File: src/rtl/fpu_pkg.sv
// Shared FP32 divider constants, operand classification and payload types.
package fpu_pkg;

    localparam int unsigned D_WIDTH   = 32;
    localparam int unsigned E_WIDTH   = 8;
    localparam int unsigned M_WIDTH   = 23;
    localparam int unsigned BIAS      = 127;
    localparam int unsigned ITER      = 25;
    localparam int unsigned Q_WIDTH   = M_WIDTH + 2;
    localparam int unsigned X_WIDTH   = E_WIDTH + 2;
    localparam int unsigned CNT_WIDTH = $clog2(ITER);
    localparam int unsigned EXP_MAX   = (1 << E_WIDTH) - 1;

    localparam logic [D_WIDTH-1:0] QNAN     = 32'h7FC0_0000;
    localparam logic [D_WIDTH-1:0] POS_INF  = 32'h7F80_0000;
    localparam logic [D_WIDTH-1:0] MAN_MASK = 32'h007F_FFFF;

    typedef enum logic [1:0] {
        ZERO,
        NORMAL,
        INF,
        NAN
    } fp_class_e;

    typedef enum logic [1:0] {
        IDLE,
        DIV,
        NORM,
        DONE
    } div_state_e;

    typedef struct packed {
        logic                sign;
        logic [E_WIDTH-1:0]  exp;
        logic [M_WIDTH-1:0]  man;
    } fp32_t;

    typedef struct packed {
        logic dbz;
        logic invalid;
        logic overflow;
        logic underflow;
    } fpu_flags_t;

    // Denormals collapse into ZERO; all-ones exponent splits on the mantissa.
    function automatic fp_class_e fp_classify(input logic [D_WIDTH-1:0] w);
        fp_class_e cls;
        if ((w & POS_INF) == '0) begin
            cls = ZERO;
        end else if ((w & POS_INF) == POS_INF) begin
            cls = ((w & MAN_MASK) == '0) ? INF : NAN;
        end else begin
            cls = NORMAL;
        end
        return cls;
    endfunction

endpackage

File: src/rtl/fpu_div_mantissa_core.sv
// Iterative radix-2 restoring divider on {1,mantissa} operands, one quotient bit per cycle.
module fpu_div_mantissa_core
    import fpu_pkg::*;
(
    input  logic               clk,
    input  logic               rst,
    input  logic               start,
    input  logic [M_WIDTH-1:0] dividend_man,
    input  logic [M_WIDTH-1:0] divisor_man,
    output logic               done,
    output logic [Q_WIDTH-1:0] quotient
);

    logic [Q_WIDTH-1:0]   rem_q, rem_d;
    logic [Q_WIDTH-1:0]   div_q, div_d;
    logic [Q_WIDTH-1:0]   quo_q, quo_d;
    logic [CNT_WIDTH-1:0] cnt_q, cnt_d;
    logic                 busy_q, busy_d;
    logic                 done_q, done_d;
    logic [Q_WIDTH-1:0]   rem_sel;
    logic                 ge;

    always_comb begin
        rem_d   = rem_q;
        div_d   = div_q;
        quo_d   = quo_q;
        cnt_d   = cnt_q;
        busy_d  = busy_q;
        done_d  = 1'b0;
        ge      = (rem_q >= div_q);
        rem_sel = ge ? (rem_q - div_q) : rem_q;

        if (start) begin
            rem_d  = {2'b01, dividend_man};
            div_d  = {2'b01, divisor_man};
            quo_d  = '0;
            cnt_d  = '0;
            busy_d = 1'b1;
        end else if (busy_q) begin
            // Quotient bits enter at the LSB so the first bit ends up at the MSB.
            quo_d = {quo_q[Q_WIDTH-2:0], ge};
            rem_d = rem_sel << 1;
            if (cnt_q == CNT_WIDTH'(ITER - 1)) begin
                busy_d = 1'b0;
                done_d = 1'b1;
            end else begin
                cnt_d = cnt_q + CNT_WIDTH'(1);
            end
        end
    end

    always_ff @(posedge clk) begin
        if (rst) begin
            rem_q  <= '0;
            div_q  <= '0;
            quo_q  <= '0;
            cnt_q  <= '0;
            busy_q <= 1'b0;
            done_q <= 1'b0;
        end else begin
            rem_q  <= rem_d;
            div_q  <= div_d;
            quo_q  <= quo_d;
            cnt_q  <= cnt_d;
            busy_q <= busy_d;
            done_q <= done_d;
        end
    end

    assign done     = done_q;
    assign quotient = quo_q;

endmodule

File: src/rtl/fpu_divider.sv
// Sequential FP32 divider: handshake FSM, exponent path, special cases and truncating pack.
module fpu_divider
    import fpu_pkg::*;
(
    input  logic               clk,
    input  logic               rst,
    input  logic               in_valid,
    output logic               in_ready,
    input  logic [D_WIDTH-1:0] dividend_in,
    input  logic [D_WIDTH-1:0] divisor_in,
    output logic               out_valid,
    input  logic               out_ready,
    output logic [D_WIDTH-1:0] quotient_out,
    output logic               dbz_out,
    output logic               invalid_out,
    output logic               overflow_out,
    output logic               underflow_out
);

    div_state_e         state_q, state_d;
    logic               sign_q, sign_d;
    logic [X_WIDTH-1:0] exp_q, exp_d;
    logic               spec_q, spec_d;
    logic [D_WIDTH-1:0] spec_res_q, spec_res_d;
    fpu_flags_t         spec_flags_q, spec_flags_d;
    logic [D_WIDTH-1:0] quotient_q, quotient_d;
    fpu_flags_t         flags_q, flags_d;
    logic               in_ready_q, in_ready_d;
    logic               out_valid_q, out_valid_d;

    fp32_t              op_a, op_b;
    fp_class_e          cls_a, cls_b;
    logic               accept_c;
    logic               sign_c;
    logic [X_WIDTH-1:0] exp_c;
    logic [X_WIDTH-1:0] norm_exp;
    logic [M_WIDTH-1:0] norm_man;
    logic               norm_ovf, norm_unf;
    logic               core_done;
    logic [Q_WIDTH-1:0] core_quo;

    assign op_a     = fp32_t'(dividend_in);
    assign op_b     = fp32_t'(divisor_in);
    assign cls_a    = fp_classify(dividend_in);
    assign cls_b    = fp_classify(divisor_in);
    assign accept_c = in_valid && in_ready_q;
    assign sign_c   = op_a.sign ^ op_b.sign;
    assign exp_c    = {2'b00, op_a.exp} - {2'b00, op_b.exp} + X_WIDTH'(BIAS);

    fpu_div_mantissa_core u_core (
        .clk          (clk),
        .rst          (rst),
        .start        (accept_c),
        .dividend_man (op_a.man),
        .divisor_man  (op_b.man),
        .done         (core_done),
        .quotient     (core_quo)
    );

    // A quotient below 1.0 borrows one from the exponent; the rest is truncated.
    always_comb begin
        if (core_quo[Q_WIDTH-1]) begin
            norm_man = core_quo[Q_WIDTH-2:1];
            norm_exp = exp_q;
        end else begin
            norm_man = core_quo[Q_WIDTH-3:0];
            norm_exp = exp_q - X_WIDTH'(1);
        end
        norm_ovf = !norm_exp[X_WIDTH-1] && (norm_exp >= X_WIDTH'(EXP_MAX));
        norm_unf = norm_exp[X_WIDTH-1] || (norm_exp == '0);
    end

    always_comb begin
        state_d      = state_q;
        sign_d       = sign_q;
        exp_d        = exp_q;
        spec_d       = spec_q;
        spec_res_d   = spec_res_q;
        spec_flags_d = spec_flags_q;
        quotient_d   = quotient_q;
        flags_d      = flags_q;

        unique case (state_q)
            IDLE: begin
                if (accept_c) begin
                    state_d      = DIV;
                    sign_d       = sign_c;
                    exp_d        = exp_c;
                    spec_d       = 1'b1;
                    spec_flags_d = '0;
                    if (cls_a == NAN || cls_b == NAN ||
                        (cls_a == ZERO && cls_b == ZERO) ||
                        (cls_a == INF && cls_b == INF)) begin
                        spec_res_d           = QNAN;
                        spec_flags_d.invalid = 1'b1;
                    end else if (cls_a == NORMAL && cls_b == ZERO) begin
                        spec_res_d       = {sign_c, POS_INF[D_WIDTH-2:0]};
                        spec_flags_d.dbz = 1'b1;
                    end else if (cls_a == INF) begin
                        spec_res_d = {sign_c, POS_INF[D_WIDTH-2:0]};
                    end else if (cls_a == ZERO || cls_b == INF) begin
                        spec_res_d = {sign_c, {(D_WIDTH-1){1'b0}}};
                    end else begin
                        spec_d     = 1'b0;
                        spec_res_d = '0;
                    end
                end
            end
            DIV: begin
                if (core_done) begin
                    state_d = NORM;
                end
            end
            NORM: begin
                state_d = DONE;
                flags_d = '0;
                if (spec_q) begin
                    quotient_d = spec_res_q;
                    flags_d    = spec_flags_q;
                end else if (norm_ovf) begin
                    quotient_d       = {sign_q, POS_INF[D_WIDTH-2:0]};
                    flags_d.overflow = 1'b1;
                end else if (norm_unf) begin
                    quotient_d        = {sign_q, {(D_WIDTH-1){1'b0}}};
                    flags_d.underflow = 1'b1;
                end else begin
                    quotient_d = {sign_q, norm_exp[E_WIDTH-1:0], norm_man};
                end
            end
            DONE: begin
                if (out_ready) begin
                    state_d = IDLE;
                end
            end
            default: state_d = IDLE;
        endcase

        in_ready_d  = (state_d == IDLE);
        out_valid_d = (state_d == DONE);
    end

    always_ff @(posedge clk) begin
        if (rst) begin
            state_q      <= IDLE;
            sign_q       <= 1'b0;
            exp_q        <= '0;
            spec_q       <= 1'b0;
            spec_res_q   <= '0;
            spec_flags_q <= '0;
            quotient_q   <= '0;
            flags_q      <= '0;
            in_ready_q   <= 1'b1;
            out_valid_q  <= 1'b0;
        end else begin
            state_q      <= state_d;
            sign_q       <= sign_d;
            exp_q        <= exp_d;
            spec_q       <= spec_d;
            spec_res_q   <= spec_res_d;
            spec_flags_q <= spec_flags_d;
            quotient_q   <= quotient_d;
            flags_q      <= flags_d;
            in_ready_q   <= in_ready_d;
            out_valid_q  <= out_valid_d;
        end
    end

    assign in_ready      = in_ready_q;
    assign out_valid     = out_valid_q;
    assign quotient_out  = quotient_q;
    assign dbz_out       = flags_q.dbz;
    assign invalid_out   = flags_q.invalid;
    assign overflow_out  = flags_q.overflow;
    assign underflow_out = flags_q.underflow;

endmodule

File: config.mk
export PLATFORM = sky130hd
export DESIGN_NAME = fpu_divider
export DESIGN_NICKNAME = d
export VERILOG_FILES = /design/src/rtl/fpu_pkg.sv /design/src/rtl/fpu_div_mantissa_core.sv /design/src/rtl/fpu_divider.sv
export SDC_FILE = /design/constraint.sdc
export NUM_CORES = 1
export LEC_CHECK = 0
export CAP_MARGIN = 20
export CORE_UTILIZATION = 50
export CTS_BUF_LIST = sky130_fd_sc_hd__clkbuf_16
export CTS_CLUSTER_SIZE = 24
export DETAILED_ROUTE_END_ITERATION = 10
export PLACE_DENSITY = 0.77
export SLEW_MARGIN = 20
export SYNTH_ARGS = -nofsm -noshare
export SYNTH_HDL_FRONTEND = slang
export SYNTH_SLANG_ARGS = --single-unit
File: constraint.sdc
create_clock -name clk -period 2.4 [get_ports clk]
set_input_delay 0.24 -clock clk [delete_from_list [all_inputs] [get_ports clk]]
set_output_delay 0.24 -clock clk [all_outputs]
set_load 0.03 [all_outputs]
==> flow_metrics.py, run 1 <==
metrics = {
    "power_and_ir_drop": {
        "power_uw": 8200,
        "pwr_density_cell_nw_per_um2": 752,
        "ir_drop_v": 0.000571,
        "p_leak_uw": 0.00414,
    },
    "clocking": {
        "cts-buffers-inserted": 17,
        "cts_buffer_depth": 2,
        "cts_tree": "yes",
        "clk_latency_ns": 0.43,
        "cts_sinks": 137,
        "root_buffer": "clkbuf_16",
        "clkSlewWorstSetupHoldPaths_ns": 0.06,
        "postCtsHoldBufs": 0,
        "h-tree-depth": 4,
    },
    "global_route": {
        "grt_max_degree": 53,
        "grt_pass1_vias": 7127,
        "grt_pass1_wl_um": 34400,
        "antenna_found_initial": 0,
        "grt_overflow": 0,
        "grt.total_usage": 0.265,
    },
    "placed_design": {
        "dp_hpwl_um": 15000,
        "port_buffers": 105,
        "place.gp.congestion": 0.916,
        "pre_cts_ws_ns": -0.502,
        "place_area_um2": 9730,
        "placed_cells": 1319,
    },
    "cells_and_area": {
        "antennaDiodeCount": 0,
        "area_growth_pct": 39.0,
        "final_nets": 1244,
        "fillCellCount": 1149,
        "final_layout_size_suffix_gt1_frac": 0.218,
        "fin_cells": 1362,
        "design_area_um2": 10900,
    },
    "timing": {
        "rsz0062_at_grt": "yes",
        "finalCriticalPeriod_ns": 2.54,
        "drv_slew": 0,
        "worst_slack_ns": -0.144,
        "period_share": 1.06,
        "max_slew_margin": 0.404,
        "clock_skew_ns": 0.00499,
        "setup_viol": 31,
        "final_hold_viol_count": 0,
        "maxClockFrequency_mhz": 393,
        "worstMarginPinSlew_ns": 0.891,
    },
    "route": {
        "routed_via_density": 5.57,
        "vias": 7587,
        "drtAntennaViolNets": 0,
        "drc_errors": 0,
        "wl_um": 21200,
        "drtIter0Drc": 525,
        "routedWlPerCell_um": 15.6,
        "first_pass_iters": 7,
    },
    "floorplanning": {
        "placementRows": 45,
        "die_h_um": 127,
        "die_w_um": 127,
        "die_area_um2": 16200,
        "fp.coreArea_um2": 15300,
        "initial_core_util": 0.515,
        "io_pins": 106,
    },
    "job": {
        "cap_violations": 0,
    },
    "setup_path": {
        "path_class": "flop to flop",
        "crit_required_ns": 2.77,
        "cp-end-kind": "flop",
        "cp_max_fo": 19,
        "critPathLaunch": "exp_q[2]",
        "critical_path.reg2reg.startpoint": "exp_q[2]",
        "crit_arrival_ns": 2.91,
        "cp-start-kind": "flop",
    },
    "synthesis": {
        "synthCells": 960,
        "synth-edff-count": 0,
        "ys_seq_area_frac": 0.349,
        "async_flop_share": 0,
        "syn_area_um2": 7860,
        "synth_cell_type_count": 65,
        "synth_area_per_cell_um2": 8.18,
        "syn-num-nets": 1066,
        "synth_seq_cells": 137,
        "synthFlopType": "dfxtp_1",
        "yosysWarnings": 0,
    },
    "status": {
        "status": "finished with violations",
        "violations": "setup timing",
    },
    "min_path": {
        "hp-start": "rst",
        "hold_path_class": "input pin to flop",
    },
}
## worst max-delay path, stage by stage (launching register included)
cell and delay (ns):
dfxtp_2 0.32, or4_4 0.56, nor4b_4 0.34, a21boi_2 0.10, or3_4 0.36, a31o_4 0.24, nor3_4 0.17, nand2b_4 0.09
buf_12 0.16, o21ai_2 0.13
## stage by stage
stage                     setup TNS (ns)   util  hold slack, ns
after floorplan                    -1.98      -           0.370
after global placement             -3.89  0.638           0.435
after detailed placement           -5.25  0.638           0.441
after CTS                          -3.36  0.683           0.194
after global routing               -7.91  0.715           0.206
final                              -3.65  0.715           0.197
## flip-flops by register name, summed over array words and instances, names as in the netlist, 2 cells and up
name	cells
quotient_out	32
u_core.quotient	25
u_core.rem_q	25
u_core.div_q	24
exp_q	10
u_core.cnt_q	5
spec_res_q	3
state_q	2
## power by group
group | leakage [uW] | total [uW] | internal, uW | switching (uW)
combinational | 0.00274 | 3190 | 1570 | 1620
clock | 0.000273 | 2510 | 1440 | 1070
sequential | 0.00112 | 2500 | 2390 | 112
total | 0.00414 | 8200 | 5400 | 2800
## timing repair
action,in CTS,in global routing
setup endpoints to repair,45,59
pin swaps,7,49
resized for setup,24,86
buffers inserted,4,9
## path summary, 6_finish.rpt
path                           end  slack, ns  depth (start not counted)
setup / recovery   quotient_out[7]      -0.14                          9
hold / removal    quotient_out[29]       0.20                          2
setup reg to reg   quotient_out[7]      -0.14                          9
hold reg to reg    quotient_out[6]       0.45                          2
## layout by cell type (no fill, tap or decap), types with 5 or more instances in the layout
cell,netlist,final
dfxtp_1,137,122
nand2_1,115,112
clkdlybuf4s50_1,0,102
buf_4,0,98
nor2_1,85,83
a21oi_1,88,79
mux2i_1,61,61
inv_1,48,47
o21ai_0,32,25
xnor2_1,26,22
o21ai_2,20,21
nor4_1,20,20
nand3_1,22,19
ha_1,36,19
nor3_1,19,17
clkbuf_16,0,17
a211oi_1,17,16
dfxtp_2,0,15
o22ai_1,13,13
xor2_1,13,13
ha_4,0,13
o211ai_1,12,12
nand4_1,12,12
nor3b_1,12,12
a21o_1,11,11
and3_1,12,8
nor2b_1,10,8
or3_1,7,7
o21a_1,6,6
a221o_1,6,6
buf_6,2,6
a21oi_2,0,5
and2_1,5,5
o21ai_1,0,5
## synth_stat cells (4+ instances only)
cell type,instances,area share
dfxtp_1,137,0.35
nand2_1,115,0.055
a21oi_1,88,0.056
nor2_1,85,0.041
mux2i_1,61,0.078
inv_1,48,0.023
clkbuf_1,39,0.019
ha_1,36,0.057
o21ai_0,32,0.020
xnor2_1,26,0.029
nand3_1,22,0.014
nor4_1,20,0.016
o21ai_2,20,0.022
nor3_1,19,0.012
a211oi_1,17,0.016
buf_1,13,0.0062
o22ai_1,13,0.010
xor2_1,13,0.014
and3_1,12,0.0096
nand4_1,12,0.0096
nor3b_1,12,0.011
o211ai_1,12,0.011
a21o_1,11,0.011
nor2b_1,10,0.0080
or3_1,7,0.0056
a221o_1,6,0.0076
o21a_1,6,0.0057
a31oi_1,5,0.0040
and2_1,5,0.0040
o2111ai_1,5,0.0056
o21bai_1,5,0.0048
a211o_1,4,0.0045
nand3b_1,4,0.0038
## layer usage
layer / wire, um / global-route usage / part of all wire / up-vias
met3: 1080 / 0.0519 / 0.051 / 40
met2: 10000 / 0.434 / 0.47 / 238
met1: 9630 / 0.348 / 0.45 / 3513
met5: 0 / 0 / 0 / -
met4: 507 / 0.0903 / 0.024 / 0
li1: - / - / - / 3796
## layout make-up
cell class | count | area [um2] | share of cell area
repair buffers | 213 | 1930 | 0.177
clock inverters | 15 | 144 | 0.0132
clock buffers | 17 | 425 | 0.0390
flip-flops and latches | 137 | 2760 | 0.253
well taps | 211 | 264 | 0.0242
inverters | 48 | 180 | 0.0165
multi-input cells | 721 | 5210 | 0.477
## kinds of logic after synthesis
logic type,synth area share
xor gates and xnor gates,0.0435
adders and majority gates,0.0624
AOI/OAI and AO/OA,0.205
buffers and inverters,0.0507
muxes,0.0777
and+or+nand+nor,0.212
DFF,0.349
No activity file was read; power rests on OpenSTA's default activity.
==> run 2: changes to the inputs <==
--- a/config.mk
+++ b/config.mk
@@ -10,6 +10,7 @@
 export CTS_BUF_LIST = sky130_fd_sc_hd__clkbuf_16
 export CTS_CLUSTER_SIZE = 24
 export DETAILED_ROUTE_END_ITERATION = 10
+export GPL_ROUTABILITY_DRIVEN = 0
 export PLACE_DENSITY = 0.77
 export SLEW_MARGIN = 20
 export SYNTH_ARGS = -nofsm -noshare
==> run 2 against run 1 <==
Compared with the run above:
- the flow still finishes with violations (setup timing)
- via count grew 1.7%
- die area is the same
- worst hold slack lost 0.0020 ns
- utilization grew 0.32 points
- sequential share of layout area shrank 0.067 points
- first-iteration DRC count grew 14%
- final area grew 0.45%
- count of clock-buffer cells in the layout is the same
- routed wire length grew 3.1%
- critical path depth shrank 2
- setup slack lost 0.0066 ns
- critical endpoint is now quotient_out[30]
- largest cell class unchanged
==> flow_metrics.py, run 2 (synthesis results as in run 1) <==
metrics = {
    "status": {
        "status": "finished with violations",
        "violations": "setup timing",
    },
    "cells_and_area": {
        "final_common_cell": "dfxtp_1",
        "multiInputGateArea_um2": 5220,
        "mostFrequentLayoutCells": "dfxtp_1, nand2_1, clkdlybuf4s50_1",
        "largest_reg_flops": 32,
        "final_nets": 1245,
        "final_layout_size_suffix_gt1_frac": 0.229,
        "antennaDiodeCount": 0,
        "design_area_um2": 11000,
        "fillCellCount": 1155,
        "area_growth_pct": 39.6,
        "fin_util": 0.719,
        "register_area_um2": 2770,
    },
    "placed_design": {
        "port_buffers": 105,
        "place_area_um2": 9780,
        "pre_cts_ws_ns": -0.494,
        "dp_hpwl_um": 15100,
    },
    "clocking": {
        "cts-buffers-inserted": 17,
        "cts_sinks": 137,
        "postCtsHoldBufs": 0,
        "clk_latency_ns": 0.43,
        "clkSlewWorstSetupHoldPaths_ns": 0.06,
        "cts_tree": "yes",
        "cts_buffer_depth": 2,
        "h-tree-depth": 4,
        "root_buffer": "clkbuf_16",
    },
    "setup_path": {
        "cp-end-kind": "flop",
        "cp_max_fo": 7,
        "crit_required_ns": 2.76,
        "path_class": "flop to flop",
        "crit_arrival_ns": 2.91,
        "cp-start-kind": "flop",
    },
    "floorplanning": {
        "die_w_um": 127,
        "io_pins": 106,
        "die_h_um": 127,
        "die_area_um2": 16200,
        "initial_core_util": 0.515,
        "fp.coreArea_um2": 15300,
        "placementRows": 45,
    },
    "timing": {
        "rsz0062_at_grt": "yes",
        "drv_slew": 0,
        "worstMarginPinSlew_ns": 0.825,
        "setup_viol": 31,
        "period_share": 1.06,
        "maxClockFrequency_mhz": 392,
        "holdWs_ns": 0.195,
        "final_hold_viol_count": 0,
        "max_slew_margin": 0.448,
        "clock_skew_ns": 0.00703,
        "final.setup.tns_ns": -2.59,
        "worst_slack_ns": -0.151,
        "finalCriticalPeriod_ns": 2.55,
    },
    "power_and_ir_drop": {
        "p_leak_uw": 0.00415,
        "ir_drop_v": 0.000526,
        "pwr_density_cell_nw_per_um2": 763,
    },
    "min_path": {
        "hold_path_class": "input pin to flop",
    },
    "route": {
        "drtAntennaViolNets": 0,
        "drtIter0Drc": 601,
        "vias": 7719,
        "wl_um": 21900,
        "first_pass_iters": 5,
        "drc_errors": 0,
        "routed_via_density": 5.67,
        "routedWlPerCell_um": 16.1,
    },
    "global_route": {
        "grt.total_usage": 0.267,
        "grt_overflow": 0,
        "grt_max_degree": 53,
        "antenna_found_initial": 0,
        "grt_pass1_vias": 7144,
        "grt_pass1_wl_um": 34600,
    },
    "job": {
        "cap_violations": 0,
    },
}
-- run 2: changes by cell type in the layout (fill, tap and decap cells not counted), sizes merged --
cell | before | now
buf | 109 | 110
bufinv | 1 | 2
inv | 54 | 55
dlymetal6s2s | 2 | 0
clkinvlp | 3 | 2
clkinv | 5 | 3
clkdlybuf4s50 | 102 | 104
-- run 2: final timing paths --
kind	start	endpoint	slack, ns	depth (start not counted)
setup reg to reg	exp_q[2]	quotient_out[30]	-0.15	7
setup / recovery	exp_q[2]	quotient_out[30]	-0.15	7
hold / removal	rst	quotient_out[22]	0.19	2
hold reg to reg	quotient_out[5]	quotient_out[5]	0.45	2
-- run 2: area by class of cell --
type                            instances  area share
Clock buffer                           17      0.0388
Tap cell                              211      0.0241
Clock inverter                         14      0.0149
Multi-Input combinational cell        721       0.476
Sequential cell                       137       0.252
Timing Repair Buffer                  214       0.178
Inverter                               48      0.0164
-- run 2: report_power, final --
part           leakage (uW)  internal [uW]  switching (uW)  total, uW
sequential          0.00112           2390             116       2510
combinational       0.00275           1590            1620       3210
clock              0.000285           1550            1090       2640
-- run 2: per-stage QoR --
step | total power, uW | std cells
floorplan | 4200 | 960
global placement | 5080 | 1325
detailed placement | 5130 | 1325
CTS | 7940 | 1359
global route | 8730 | 1362
finish | 8360 | 1362
-- run 2: repair_timing --
action,in CTS,in global routing
buffers inserted,3,4
pin swaps,16,33
resized for setup,30,84
gates cloned,0,0
endpoints found under the setup margin,47,55
-- run 2: metal layers --
layer	track usage	vias up	wire length [um]
met5	0	-	0
met4	0.120	0	499
met3	0.0473	43	1070
met2	0.434	265	10500
met1	0.347	3621	9840
li1	-	3790	-
-- run 2: worst max-delay path: stages, from the launching register on --
cell and delay (ns):
dfxtp_2 0.32, or4_4 0.57, nor4b_4 0.30, xnor2_1 0.21, o41ai_4 0.45, nand2b_2 0.13, a211oi_4 0.34, o21bai_1 0.16
==> run 3: changes to the inputs <==
--- a/config.mk
+++ b/config.mk
@@ -12,6 +12,7 @@
 export DETAILED_ROUTE_END_ITERATION = 10
 export GPL_ROUTABILITY_DRIVEN = 0
 export PLACE_DENSITY = 0.77
+export SETUP_SLACK_MARGIN = 0.15
 export SLEW_MARGIN = 20
 export SYNTH_ARGS = -nofsm -noshare
 export SYNTH_HDL_FRONTEND = slang
==> run 3 against run 2 <==
Compared with the run above:
- the run still ends with setup timing left
- die area did not move
- critical endpoint unchanged
- clock skew about the same
- combinational power increased by 14%
- highest routed layer unchanged
- final area up 2.8%
- count of clock-buffer cells in the layout is the same
- largest cell class unchanged
- worst hold slack improved by 0.086 ns
- power increased by 4.2%
- sequential power about the same
==> flow_metrics.py, run 3 (synthesis results as in run 1) <==
metrics = {
    "min_path": {
        "hold_path_class": "input pin to flop",
    },
    "route": {
        "wl_met2_um": 11600,
        "m1WireLength_um": 9870,
        "routed_via_density": 5.87,
        "vias": 8094,
        "routedWlPerCell_um": 17.3,
        "met3WireLength_um": 1500,
        "drc_errors": 0,
        "topRoutingLayerUsed": "met4",
        "first_pass_iters": 8,
        "drtAntennaViolNets": 0,
        "drtIter0Drc": 753,
        "wl_um": 23900,
    },
    "setup_path": {
        "crit_required_ns": 2.76,
        "path_class": "flop to flop",
        "cp-end-kind": "flop",
        "cp-start-kind": "flop",
        "cp_max_fo": 7,
        "crit_arrival_ns": 2.96,
    },
    "status": {
        "violations": "setup timing",
        "status": "finished with violations",
    },
    "cells_and_area": {
        "mostFrequentLayoutCells": "dfxtp_1, nand2_1, buf_4",
        "largest_reg_flops": 32,
        "final_common_cell": "dfxtp_1",
        "area_growth_pct": 43.5,
        "final_nets": 1262,
        "fin_cells": 1380,
        "antennaDiodeCount": 0,
        "design_area_um2": 11300,
        "final_layout_size_suffix_gt1_frac": 0.268,
    },
    "global_route": {
        "grt_pass1_wl_um": 36000,
        "antenna_found_initial": 0,
        "grt.total_usage": 0.278,
        "grt_max_degree": 46,
        "grt_overflow": 0,
        "grt_pass1_vias": 7448,
    },
    "timing": {
        "max_slew_margin": 0.466,
        "worst_slack_ns": -0.193,
        "final.setup.tns_ns": -3.19,
        "clock_skew_ns": 0.00746,
        "holdWs_ns": 0.281,
        "setup_viol": 32,
        "drv_slew": 0,
        "finalCriticalPeriod_ns": 2.59,
        "maxClockFrequency_mhz": 386,
        "rsz0062_at_grt": "yes",
        "final_hold_viol_count": 0,
        "worstMarginPinSlew_ns": 0.794,
        "period_share": 1.08,
    },
    "placed_design": {
        "pre_cts_ws_ns": -0.413,
        "port_buffers": 105,
        "dp_hpwl_um": 14900,
        "placed_cells": 1317,
        "place_area_um2": 9750,
    },
    "power_and_ir_drop": {
        "ir_drop_v": 0.000639,
        "pwr_density_cell_nw_per_um2": 773,
        "p_leak_uw": 0.00431,
    },
    "floorplanning": {
        "placementRows": 45,
        "initial_core_util": 0.515,
        "die_area_um2": 16200,
        "die_w_um": 127,
        "io_pins": 106,
        "die_h_um": 127,
        "fp.coreArea_um2": 15300,
    },
    "clocking": {
        "h-tree-depth": 4,
        "clkSlewWorstSetupHoldPaths_ns": 0.07,
        "clk_latency_ns": 0.43,
        "cts_tree": "yes",
        "cts_sinks": 137,
        "postCtsHoldBufs": 0,
        "cts_buffer_depth": 2,
        "cts-buffers-inserted": 17,
        "root_buffer": "clkbuf_16",
    },
    "job": {
        "cap_violations": 0,
    },
}
## run 3: changes by cell type in the layout (fill, tap and decap cells not counted), sizes merged
| cell | previous run | this run |
|---|---|---|
| buf | 110 | 127 |
| clkdlybuf4s50 | 104 | 100 |
| clkinv | 3 | 5 |
| dlymetal6s2s | 0 | 4 |
| inv | 55 | 56 |
| bufinv | 2 | 0 |
## run 3: layer usage
layer,up-vias,global-route usage
li1,3832,-
met1,3862,0.350
met2,327,0.458
met3,73,0.0523
met4,0,0.132
met5,-,0
## run 3: cell type report
class / instances / area, um2
inverter: 48 / 180
multi-input combinational: 721 / 5350
timing repair buffer: 231 / 2140
tap: 211 / 264
fill: 1047 / 3990
clock inverter: 15 / 136
clock buffer: 17 / 425
sequential: 137 / 2780
## run 3: power breakdown
group	total (uW)	internal (uW)	leakage [uW]	switching [uW]
Sequential	2530	2390	0.00113	137
Combinational	3660	1880	0.00291	1780
Clock	2520	1360	0.000274	1160
Total	8710	5640	0.00431	3070
## run 3: worst paths after layout
kind | start | endpoint | slack, ns | depth (start not counted)
setup / recovery | exp_q[2] | quotient_out[30] | -0.19 | 8
hold / removal | rst | quotient_out[22] | 0.28 | 2
setup reg to reg | exp_q[2] | quotient_out[30] | -0.19 | 8
hold reg to reg | quotient_out[21] | quotient_out[21] | 0.45 | 2
## run 3: per-stage QoR
| stage | power [uW] | util |
|---|---|---|
| 2_1_floorplan | 4250 | - |
| 3_3_place_gp | 5110 | 0.639 |
| 3_5_place_dp | 5150 | 0.639 |
| 4_1_cts | 8110 | 0.709 |
| 5_1_grt | 9070 | 0.739 |
| 6_report | 8710 | 0.739 |
## run 3: what timing repair did
| item | 4_1_cts | 5_1_grt |
|---|---|---|
| gates resized for setup | 86 | 84 |
| buffers inserted | 13 | 18 |
| cloned | 1 | 0 |
| pin swaps | 48 | 57 |
| endpoints found under the setup margin | 57 | 63 |
## run 3: critical path, cell delays in order, from the launching register on
cell and delay (ns):
dfxtp_2 0.32, or4_4 0.55, nor4b_4 0.30, buf_4 0.20, xnor2_4 0.07, o41ai_4 0.42
nand2b_2 0.13, a211oi_4 0.36, o21bai_1 0.17
